$ cat src/rtl/eca_pkg.sv
// Shared types and constants for the elementary cellular automaton.
// Boundary and FSM encodings plus the virtual-neighbour helper.
package eca_pkg;

    typedef enum logic [1:0] {
        BND_ZERO    = 2'b00,
        BND_ONE     = 2'b01,
        BND_WRAP    = 2'b10,
        BND_REFLECT = 2'b11
    } bnd_e;

    typedef enum logic [1:0] {
        S_IDLE  = 2'd0,
        S_RUN   = 2'd1,
        S_BURST = 2'd2
    } state_e;

    localparam logic [7:0] RULE_110 = 8'd110;

    // Returns {cell[N], cell[-1]} for the given edge mode.
    function automatic logic [1:0] virt_nbrs(
        bnd_e mode,
        logic c_first,
        logic c_last
    );
        logic [1:0] v;
        unique case (mode)
            BND_ZERO:    v = 2'b00;
            BND_ONE:     v = 2'b11;
            BND_WRAP:    v = {c_first, c_last};
            BND_REFLECT: v = {c_last, c_first};
            default:     v = 2'b00;
        endcase
        return v;
    endfunction

endpackage

$ cat src/rtl/eca_if.sv
// Config, block-port and stepping bundle between the pin wrapper
// and the automaton core.
interface eca_if #(
    parameter int NUM_CELLS = 240,
    parameter int BLOCK_W = 8,
    parameter int ADDR_W =
        $clog2((NUM_CELLS + BLOCK_W - 1) / BLOCK_W),
    parameter int GEN_W = 16
);

    logic              cfg_we;
    logic [7:0]        rule_in;
    logic [1:0]        boundary_in;
    logic              wr_en;
    logic [ADDR_W-1:0] addr;
    logic [BLOCK_W-1:0] wr_data;
    logic [BLOCK_W-1:0] rd_data;
    logic              run;
    logic              step_start;
    logic [GEN_W-1:0]  step_n;
    logic              busy;
    logic [GEN_W-1:0]  gen_count;

    modport master (
        output cfg_we,
        output rule_in,
        output boundary_in,
        output wr_en,
        output addr,
        output wr_data,
        output run,
        output step_start,
        output step_n,
        input  rd_data,
        input  busy,
        input  gen_count
    );

    modport slave (
        input  cfg_we,
        input  rule_in,
        input  boundary_in,
        input  wr_en,
        input  addr,
        input  wr_data,
        input  run,
        input  step_start,
        input  step_n,
        output rd_data,
        output busy,
        output gen_count
    );

endinterface

$ cat src/rtl/eca_cell.sv
// One automaton cell: next state is the rule bit selected by
// the {left, centre, right} neighbourhood.
module eca_cell (
    input  logic [7:0] rule,
    input  logic       l,
    input  logic       c,
    input  logic       r,
    output logic       nxt
);

    assign nxt = rule[{l, c, r}];

endmodule

$ cat src/rtl/eca_core.sv
// Elementary cellular automaton engine: loadable rule, edge modes,
// free-run and counted bursts, and a block read/write port.
module eca_core
    import eca_pkg::*;
#(
    parameter int NUM_CELLS = 240,
    parameter int BLOCK_W = 8,
    parameter int ADDR_W =
        $clog2((NUM_CELLS + BLOCK_W - 1) / BLOCK_W),
    parameter int GEN_W = 16,
    parameter logic [7:0] DEFAULT_RULE = RULE_110
) (
    input logic  clk,
    input logic  rst_n,
    eca_if.slave bus
);

    localparam int NBLK = (NUM_CELLS + BLOCK_W - 1) / BLOCK_W;
    localparam int PADW = NBLK * BLOCK_W;
    localparam logic [NUM_CELLS-1:0] CELLS_RST =
        {{(NUM_CELLS-1){1'b0}}, 1'b1};

    logic [NUM_CELLS-1:0] cells;
    logic [NUM_CELLS-1:0] cells_d;
    logic [NUM_CELLS-1:0] nxt;
    logic [NUM_CELLS+1:0] ext;
    logic [1:0]           vn;
    logic [7:0]           rule;
    bnd_e                 bnd;
    state_e               state;
    logic                 busy_q;
    logic [GEN_W-1:0]     burst_cnt;
    logic [GEN_W-1:0]     gen_cnt;
    logic                 start_ok;
    logic                 adv;
    logic [PADW-1:0]      pad;
    logic [NBLK-1:0]      wr_hit;
    logic [BLOCK_W-1:0]   blk [NBLK];

    // A burst can only be armed from a non-burst state.
    assign start_ok = bus.step_start
                    && (bus.step_n != '0)
                    && (state != S_BURST);

    assign adv = !bus.wr_en
               && ((state == S_BURST)
                   || (bus.run && !start_ok));

    assign vn  = virt_nbrs(bnd, cells[0], cells[NUM_CELLS-1]);
    assign ext = {vn[1], cells, vn[0]};

    // ext[i+1] is cell i; ext[0] and ext[N+1] are the virtual cells.
    for (genvar i = 0; i < NUM_CELLS; i++) begin : g_cell
        localparam int B = i / BLOCK_W;
        localparam int K = i % BLOCK_W;

        eca_cell u_cell (
            .rule (rule),
            .l    (ext[i+2]),
            .c    (ext[i+1]),
            .r    (ext[i]),
            .nxt  (nxt[i])
        );

        assign cells_d[i] = wr_hit[B] ? bus.wr_data[K]
                          : adv       ? nxt[i]
                          :             cells[i];
    end

    assign pad = PADW'(cells);

    for (genvar b = 0; b < NBLK; b++) begin : g_blk
        assign blk[b]    = pad[b*BLOCK_W +: BLOCK_W];
        assign wr_hit[b] = bus.wr_en
                        && (bus.addr == ADDR_W'(b));
    end

    always_comb begin
        bus.rd_data = '0;
        if (32'(bus.addr) < NBLK) begin
            bus.rd_data = blk[bus.addr];
        end
    end

    assign bus.busy      = busy_q;
    assign bus.gen_count = gen_cnt;

    always_ff @(posedge clk or negedge rst_n) begin
        if (!rst_n) begin
            cells     <= CELLS_RST;
            rule      <= DEFAULT_RULE;
            bnd       <= BND_ZERO;
            state     <= S_IDLE;
            busy_q    <= 1'b0;
            burst_cnt <= '0;
            gen_cnt   <= '0;
        end else begin
            cells <= cells_d;

            if (bus.cfg_we) begin
                rule <= bus.rule_in;
                bnd  <= bnd_e'(bus.boundary_in);
            end

            if (adv) begin
                gen_cnt <= gen_cnt + 1'b1;
            end

            unique case (state)
                S_IDLE, S_RUN: begin
                    if (start_ok) begin
                        state     <= S_BURST;
                        busy_q    <= 1'b1;
                        burst_cnt <= bus.step_n;
                    end else begin
                        state <= bus.run ? S_RUN : S_IDLE;
                    end
                end
                S_BURST: begin
                    if (adv) begin
                        burst_cnt <= burst_cnt - 1'b1;
                        if (burst_cnt == GEN_W'(1)) begin
                            busy_q <= 1'b0;
                            state  <= bus.run ? S_RUN : S_IDLE;
                        end
                    end
                end
                default: begin
                    state  <= S_IDLE;
                    busy_q <= 1'b0;
                end
            endcase
        end
    end

endmodule

$ cat src/flat_wrapper.sv
// flat-port wrapper written by rule: the top's interface ports become plain ports
module eca_core_flat import eca_pkg::*;
#(
    parameter int NUM_CELLS = 240,
    parameter int BLOCK_W = 8,
    parameter int ADDR_W =
        $clog2((NUM_CELLS + BLOCK_W - 1) / BLOCK_W),
    parameter int GEN_W = 16,
    parameter logic [7:0] DEFAULT_RULE = RULE_110
)
  (clk, rst_n, bus_cfg_we, bus_rule_in, bus_boundary_in, bus_wr_en, bus_addr, bus_wr_data, bus_run, bus_step_start, bus_step_n, bus_rd_data, bus_busy, bus_gen_count);
  eca_if #(.NUM_CELLS(NUM_CELLS), .BLOCK_W(BLOCK_W), .ADDR_W(ADDR_W), .GEN_W(GEN_W)) bus_i ();
  input logic clk;
  input logic rst_n;
  input wire logic [$bits(bus_i.cfg_we)-1:0] bus_cfg_we;
  input wire logic [$bits(bus_i.rule_in)-1:0] bus_rule_in;
  input wire logic [$bits(bus_i.boundary_in)-1:0] bus_boundary_in;
  input wire logic [$bits(bus_i.wr_en)-1:0] bus_wr_en;
  input wire logic [$bits(bus_i.addr)-1:0] bus_addr;
  input wire logic [$bits(bus_i.wr_data)-1:0] bus_wr_data;
  input wire logic [$bits(bus_i.run)-1:0] bus_run;
  input wire logic [$bits(bus_i.step_start)-1:0] bus_step_start;
  input wire logic [$bits(bus_i.step_n)-1:0] bus_step_n;
  output wire logic [$bits(bus_i.rd_data)-1:0] bus_rd_data;
  output wire logic [$bits(bus_i.busy)-1:0] bus_busy;
  output wire logic [$bits(bus_i.gen_count)-1:0] bus_gen_count;
  assign bus_i.cfg_we = bus_cfg_we;
  assign bus_i.rule_in = bus_rule_in;
  assign bus_i.boundary_in = bus_boundary_in;
  assign bus_i.wr_en = bus_wr_en;
  assign bus_i.addr = bus_addr;
  assign bus_i.wr_data = bus_wr_data;
  assign bus_i.run = bus_run;
  assign bus_i.step_start = bus_step_start;
  assign bus_i.step_n = bus_step_n;
  assign bus_rd_data = bus_i.rd_data;
  assign bus_busy = bus_i.busy;
  assign bus_gen_count = bus_i.gen_count;
  eca_core #(.NUM_CELLS(NUM_CELLS), .BLOCK_W(BLOCK_W), .ADDR_W(ADDR_W), .GEN_W(GEN_W), .DEFAULT_RULE(DEFAULT_RULE)) u_core (.clk(clk), .rst_n(rst_n), .bus(bus_i));
endmodule
$ cat config.mk
export PLATFORM = sky130hd
export DESIGN_NAME = eca_core_flat
export DESIGN_NICKNAME = d
export VERILOG_FILES = /design/src/rtl/eca_pkg.sv /design/src/rtl/eca_if.sv /design/src/rtl/eca_cell.sv /design/src/rtl/eca_core.sv /design/src/flat_wrapper.sv
export SDC_FILE = /design/constraint.sdc
export NUM_CORES = 1
export LEC_CHECK = 0
export CORE_MARGIN = 3
export CORE_UTILIZATION = 51
export CTS_BUF_LIST = sky130_fd_sc_hd__clkbuf_8 sky130_fd_sc_hd__clkbuf_16
export DETAILED_ROUTE_END_ITERATION = 8
export PLACE_DENSITY = 0.65
export REMOVE_ABC_BUFFERS = 1
export SLEW_MARGIN = 20
export SYNTH_ARGS = -nofsm -noshare
export SYNTH_HDL_FRONTEND = slang
export SYNTH_SLANG_ARGS = --single-unit
$ cat constraint.sdc
create_clock -name clk -period 8.9 [get_ports clk]
set_clock_uncertainty 0.2 [all_clocks]
set_input_delay 1.78 -clock clk [delete_from_list [all_inputs] [get_ports clk]]
set_output_delay 1.78 -clock clk [all_outputs]
set_load 0.01 [all_outputs]
# After elaboration in Yosys (flattened, before gate mapping)
# Index checks and enable logic that the tools add are counted.
[totals]
output_inout_bits = 25
elab_cells = 1373
ram_bits = 0
romBits = 0
ff_bits = 285
memories = 0
latch_bits = 0
[classes]
n_reduce_logical = 76
magnitude_cmp = 242
add_sub_neg = 2
div = 0
shifts = 0
n_mux = 977
eq_ne = 39
multipliers = 0
bitwise_logic = 1
[ops]
columns = ["operator", "n"]
rows = [
  ["< comparator 3 x 4 -> 1 bit, second input constant", 240],
  ["two-way mux 1 bit", 724],
  ["binary-select mux 1 bit (select 3 bit)", 240],
  ["equality test 5 bit, second input constant", 14],
  ["nonzero test 2 bit", 31],
  ["binary-select mux 8 bit (select 5 bit)", 1],
  ["equality test 5 x 4 -> 1 bit, second input constant", 8],
  ["logical AND 1 bit", 34],
  ["two-way mux 16 bit", 2],
  ["case mux 16 bit (2 select lines)", 1],
  ["two-way mux 8 bit", 3],
  ["equality test 5 x 3 -> 1 bit, second input constant", 4],
  ["adder 16 x 1 -> 16 bit, second input constant", 1],
  ["equality test 16 x 1 -> 1 bit, second input constant", 1],
  ["nonzero test 16 bit", 1],
  ["subtractor 16 x 1 -> 16 bit, second input constant", 1],
  ["equality test 5 x 2 -> 1 bit, second input constant", 2],
  ["case mux 2 bit (4 select lines)", 1],
  ["equality test 2 bit, second input constant", 3],
  [">= comparator 6 bit, second input constant", 1],
  ["two-way mux 2 bit", 3],
  ["NOT 5 -> 6 bit", 1],
  ["AND reduction 3 bit", 2],
  ["equality test 5 x 1 -> 1 bit, second input constant", 1],
  ["12 further kinds", 17],
]

# Longest topological paths before layout
[logic_depth]
depth_word = 9
mapped_depth = 10
ltp_nobuf = 7

# Modules after synthesis
# Synthesis repeated with hierarchy kept, for this count alone.
[unflattened]
hier_cells = 2171
area_unflattened_um2 = 30454.2
[by_module_without_submodules]
columns = ["module", "cells_per_inst", "seq_area_each_um2", "area_each_um2", "instances"]
rows = [
  ["eca_cell", 3, 0.0, 63.8, 240],
  ["eca_core", 1451, 7139.3, 15139.5, 1],
]

# Least setup slack after synthesis
# OpenSTA, ideal clock, no wires.
[synth_timing]
path_kind = "input to output"
start = "input port bus_addr[1]"
end = "output port bus_rd_data[2]"
path_slack_ns = 3.528
cell_stages = 5
arrival_time_ns = 3.392
required_ns = 6.920
n_path_buf = 2
cell_sequence = "buf_4 > buf_2 > mux4_2 > mux4_2 > mux2_2"
[synth_via]
elab_chain_len = 5
elab_cells_between_ends = 6
classes_between = "order compare: 1; mux: 4; bitwise: 1"
[synth_lines]
columns = ["item", "line_no", "rtl"]
rows = [
  ["start: declaration", "flat_wrapper.sv:19", "input wire logic [$bits(bus_i.addr)-1:0] bus_addr;"],
  ["NOT 5 -> 6 bit (implied by the code)", "eca_core.sv:81", "bus.rd_data = blk[bus.addr];"],
  ["binary-select mux 8 bit (select 5 bit)", "eca_core.sv:81", ""],
  ["two-way mux 8 bit (implied by the code) (2 in a row)", "eca_core.sv:81", ""],
  ["two-way mux 8 bit *", "eca_core.sv:80", "if (32'(bus.addr) < NBLK) begin"],
  ["end: declaration", "flat_wrapper.sv:24", "output wire logic [$bits(bus_i.rd_data)-1:0] bus_rd_data;"],
]
# Mark *: on every way between the ends. The rest lies on a longest branch, timed or not. The select of a mux whose other input is x is not followed.

# Worst setup path after layout
[layout_timing]
start = "input port bus_addr[2]"
end = "output port bus_rd_data[5]"
# Same word-level chain as after synthesis.

==> results <==
- The synthesized design contains 285 register bits.
- In this run the worst path has a maximum fanout of 25.
- The total area of multi-input combinational cells is a little over 20,000 um2.
- The number of hold violations in the final report is 0.
- The number of different library cells used by synthesis comes to 55.
- At the worst endpoint, the required time is between 6 and 7 ns.
- The most repeated cell in the gate-level netlist after synthesis is sky130_fd_sc_hd__mux4_2.
- In this run the post-CTS setup repair buffer count came out at 0.
- The min-delay analysis places its worst path in the category flop to flop.
- The number of H-tree levels is 2.
- The endpoint arrival time on the critical path is roughly 5 ns.
- The flow ran to the end, and the final reports show no timing, DRC or antenna violations.
- The fraction of layout instances using a drive strength above 1 is between 30% and 40%.
- The cell count along the critical path is 5.
- After synthesis, the cell types taking the most area are sky130_fd_sc_hd__mux4_2, sky130_fd_sc_hd__dfrtp_1, sky130_fd_sc_hd__a221o_1.
- The congestion estimate from routability-driven global placement came to 0.910.
- By count the netlist is led by sky130_fd_sc_hd__mux4_2, sky130_fd_sc_hd__clkbuf_1, sky130_fd_sc_hd__dfrtp_1, sky130_fd_sc_hd__nor2_1, sky130_fd_sc_hd__a221o_1.
- The async set-or-reset flop fraction in the synthesized netlist is 100%.
- The per-cell routed wire length is 33.4 um.
- After detailed routing, the total wire length is between 90,000 and 100,000 um.
- The stage delay of the slowest cell on the critical path is roughly 1.1 ns.
- Row generation in the floorplan step produced 87 rows.
- Setup repair after global routing left no endpoint under its margin.
- The worst hold slack across all endpoints is 0.282 ns.
- Buffers placed on the I/O ports in this run total 69.
- Clock-pin slew was measured on the worst setup and hold paths at 0.06 ns.
- The sequential cell area in the final layout is ~7200 um2.
- The initial antenna violation count is 5.
- The depth of the worst hold-timing path is 1.
- The floorplan step defined a core boundary enclosing about 57,000 um2.
- Across every metal layer, demand over resource in global routing totals roughly a third.
- Counting the buffers created by CTS gives 38.
- The total power after layout is roughly 11 mW.
- The setup slack after layout is 1.87 ns.
- The worst pin sits at a relative slew slack of 19.8%.
- The area of the die is ~61,000 um2.
- STA classifies the critical path endpoint as an output port.
- The critical path contains buffers and inverters numbering 2 combined.
- No sink is reached through more buffers than the 3 on the longest clock path.
- The mean cell area of the mapped netlist is 11.7 um2.
- The layout filler cell count is between 4,000 and 5,000.
- The via count of the first global-routing pass is around 23,000.
- The leakage power total is ~11 nW.
- The kind of cell with the highest combined delay on the critical path is buffers and inverters.
- The cell count after placement is 2,919.
- The aggregate global routing overflow is 0.
- The clock sink count is around 290.
- The global-route wire length before repair is between 150,000 and 200,000 um.
- The maximum number of pins on one net before global-route repair is between 150 and 200.
- The cell chosen for the clock root is sky130_fd_sc_hd__clkbuf_16.
- The source-to-sink clock delay at the later pin of the worst-skew pair is around 0.57 ns.
- The count of pins on the block boundary is 70.
- In this run, synthesis inferred 0 flip-flops with an integrated enable.
- The type of origin of the critical path is an input pin.
- IR analysis of the VDD net gives a maximum drop of ~0.00018 V.
- The standard cell with the maximum stage delay on the critical path is sky130_fd_sc_hd__clkdlybuf4s50_1.
- After detailed routing, the number of remaining DRC violations is 0.
- Counting cells, the worst reg-to-reg path comes to 6.
- Subtracting the final worst setup slack from the clock period gives between 7 and 8 ns.
- The critical path goes through clkdlybuf4s50_1 -> nor2b_1 -> a211oi_1 -> a211oi_1 -> clkdlybuf4s50_1.
- The finished cells cover 30,800 um2.
- The total setup violations reported at the end of the flow is 0.
- The final count of pins violating max slew is 0.
- TritonCTS built the clock tree.
- The post-route antenna net violation count is 0.
- In this run the horizontal extent of the chip is about 250 um.
- The detailed-router iteration count before antenna repair is 8.
- The tool flagged a number of max-cap violations equal to 0.
- The total of cells resized after clock tree synthesis is 0.
- The via count is ~25,000.
- Sequential elements use 24.2% of the synthesized area.
- For this run, the leading register cell type out of synthesis is sky130_fd_sc_hd__dfrtp_1.
- The synthesized instance count is between 2,000 and 3,000.
- The count of non-filler cells in the finished layout is 2,990.
- The share of the cycle needed by the critical path after routing is roughly four fifths.
- The starting density of the core is a little over 50%.
- In the routed layout, each cell is associated on average with a via count of ~8.
- The vertical extent of the die is around 250 um.
- The mapped netlist covers ~30,000 um2.
- The number of violations reported at the end of detailed-routing iteration 0 is between 4,000 and 5,000.
- For this run, the number of Yosys warnings is 0.
- The area added between synthesis and finish is 4.29%.
- The number of hold buffers added after CTS was 0.
- sky130_fd_sc_hd__mux4_2 takes more of the synthesized area than any other cell.
- Summing all placed instances gives a cell area of 29,600 um2.
- The power density relative to cell area is 342 nW/um2.
- The maximum clock rate is between 100 and 150 MHz.
- The final sum of negative setup slack is 0 ns.
- At the placement stage, the worst setup path has a slack of between 2 and 2.5 ns.
- The kind of critical path is input pin to output port.
- The detailed placer's ending HPWL is 56,800 um.
- The number of nets in the layout is around 2,300.
- The area share of the largest cell type after synthesis is 40.9%.
- The transition time at the pin with the least slew margin is between 1 and 1.5 ns.
- Measured on the finished design, the core utilization comes to a little over half.
cell families (layout without fill, tap and decap cells):
family	after synthesis	count (layout)	synth area share, %
and+or+nand+nor	609	609	9.97
buffers and inverters	497	213	6.87
DFF	285	285	24.2
muxes	716	716	47.4
xor gates and xnor gates	15	15	0.445
other	0	2	0
adders and majority gates	3	3	0.127
AOI/OAI and AO/OA	391	391	11.0
cell type report:
cell class | instances | area share [%]
multi-input combinational | 1734 | 66.2
sequential | 285 | 23.3
clock buffer | 48 | 3.57
tap | 756 | 3.07
timing repair buffer | 101 | 3.00
inverter | 43 | 0.524
clock inverter | 21 | 0.333
antenna | 2 | 0.0163
sequential cells by signal (all words and copies together) (netlist names):
name	cells
u_core.bus.gen_count	16
u_core.cells	240
u_core.rule	8
u_core.bus.busy	1
u_core.state	2
u_core.bnd	2
u_core.burst_cnt	16
routing by layer:
metal	routed length (um)	GRT usage, %	up-vias
li1	-	-	9496
met1	36200	46.1	12700
met2	44600	47.5	1969
met3	13800	8.97	343
met4	5220	14.5	6
met5	50	0	-
power by group:
part | internal [mW] | switching, mW | leakage (nW)
registers | 1.89 | 1.97 | 3.47
logic | 3.39 | 1.74 | 6.56
clock network | 0.870 | 0.656 | 0.639
total | 6.15 | 4.37 | 10.7
worst register-to-register path, stage by stage (launching register included):
cell,delay (ns)
sky130_fd_sc_hd__dfrtp_1,0.37
sky130_fd_sc_hd__nand2b_1,0.79
sky130_fd_sc_hd__a311o_2,0.37
sky130_fd_sc_hd__buf_12,0.63
sky130_fd_sc_hd__buf_4,0.74
sky130_fd_sc_hd__nor3b_1,0.17
sky130_fd_sc_hd__a221o_1,0.30
worst paths after layout:
path / from / slack, ns / to
hold / removal: u_core.bus.gen_count[15]$_DFFE_PN0P_ / 0.28 / u_core.bus.gen_count[15]$_DFFE_PN0P_
min in group asynchronous: rst_n / 0.97 / u_core.state[1]$_DFFE_PN0P_
hold reg to reg: u_core.bus.gen_count[15]$_DFFE_PN0P_ / 0.28 / u_core.bus.gen_count[15]$_DFFE_PN0P_
setup reg to reg: u_core.state[0]$_DFFE_PN0P_ / 5.22 / u_core.cells[168]$_DFFE_PN0P_
setup / recovery: bus_addr[2] / 1.87 / bus_rd_data[5]
max in group asynchronous: rst_n / 6.10 / u_core.cells[147]$_DFFE_PN0P_
cell usage in the layout, fill, tap and decap left out, types with 4 or more instances in the layout:
cell type | netlist | layout
sky130_fd_sc_hd__a2111oi_0 | 10 | 10
sky130_fd_sc_hd__o21ai_0 | 25 | 25
sky130_fd_sc_hd__xor2_1 | 5 | 5
sky130_fd_sc_hd__nor2b_1 | 16 | 15
sky130_fd_sc_hd__mux2i_1 | 100 | 100
sky130_fd_sc_hd__nand4_1 | 11 | 11
sky130_fd_sc_hd__nor2_1 | 231 | 230
sky130_fd_sc_hd__dfrtp_1 | 279 | 276
sky130_fd_sc_hd__o211ai_1 | 81 | 81
sky130_fd_sc_hd__a32oi_1 | 5 | 5
sky130_fd_sc_hd__o31ai_1 | 14 | 14
sky130_fd_sc_hd__clkinv_2 | 0 | 8
sky130_fd_sc_hd__nor3b_1 | 80 | 80
sky130_fd_sc_hd__nand2_1 | 128 | 128
sky130_fd_sc_hd__a21oi_1 | 36 | 36
sky130_fd_sc_hd__mux2_2 | 80 | 80
sky130_fd_sc_hd__clkbuf_8 | 0 | 9
sky130_fd_sc_hd__buf_2 | 25 | 9
sky130_fd_sc_hd__clkbuf_16 | 0 | 39
sky130_fd_sc_hd__clkdlybuf4s50_1 | 0 | 57
sky130_fd_sc_hd__nor3_1 | 44 | 44
sky130_fd_sc_hd__and3_1 | 4 | 4
sky130_fd_sc_hd__nand3_1 | 55 | 55
sky130_fd_sc_hd__a211oi_1 | 14 | 14
sky130_fd_sc_hd__xnor2_1 | 10 | 10
sky130_fd_sc_hd__mux4_2 | 536 | 536
sky130_fd_sc_hd__inv_1 | 43 | 53
sky130_fd_sc_hd__nor4_2 | 5 | 5
sky130_fd_sc_hd__a221o_1 | 180 | 180
sky130_fd_sc_hd__buf_4 | 19 | 31
sky130_fd_sc_hd__a31oi_1 | 8 | 8
sky130_fd_sc_hd__dfstp_4 | 0 | 5
sky130_fd_sc_hd__nand2b_1 | 17 | 17
Power figures use the tool's default switching activity.
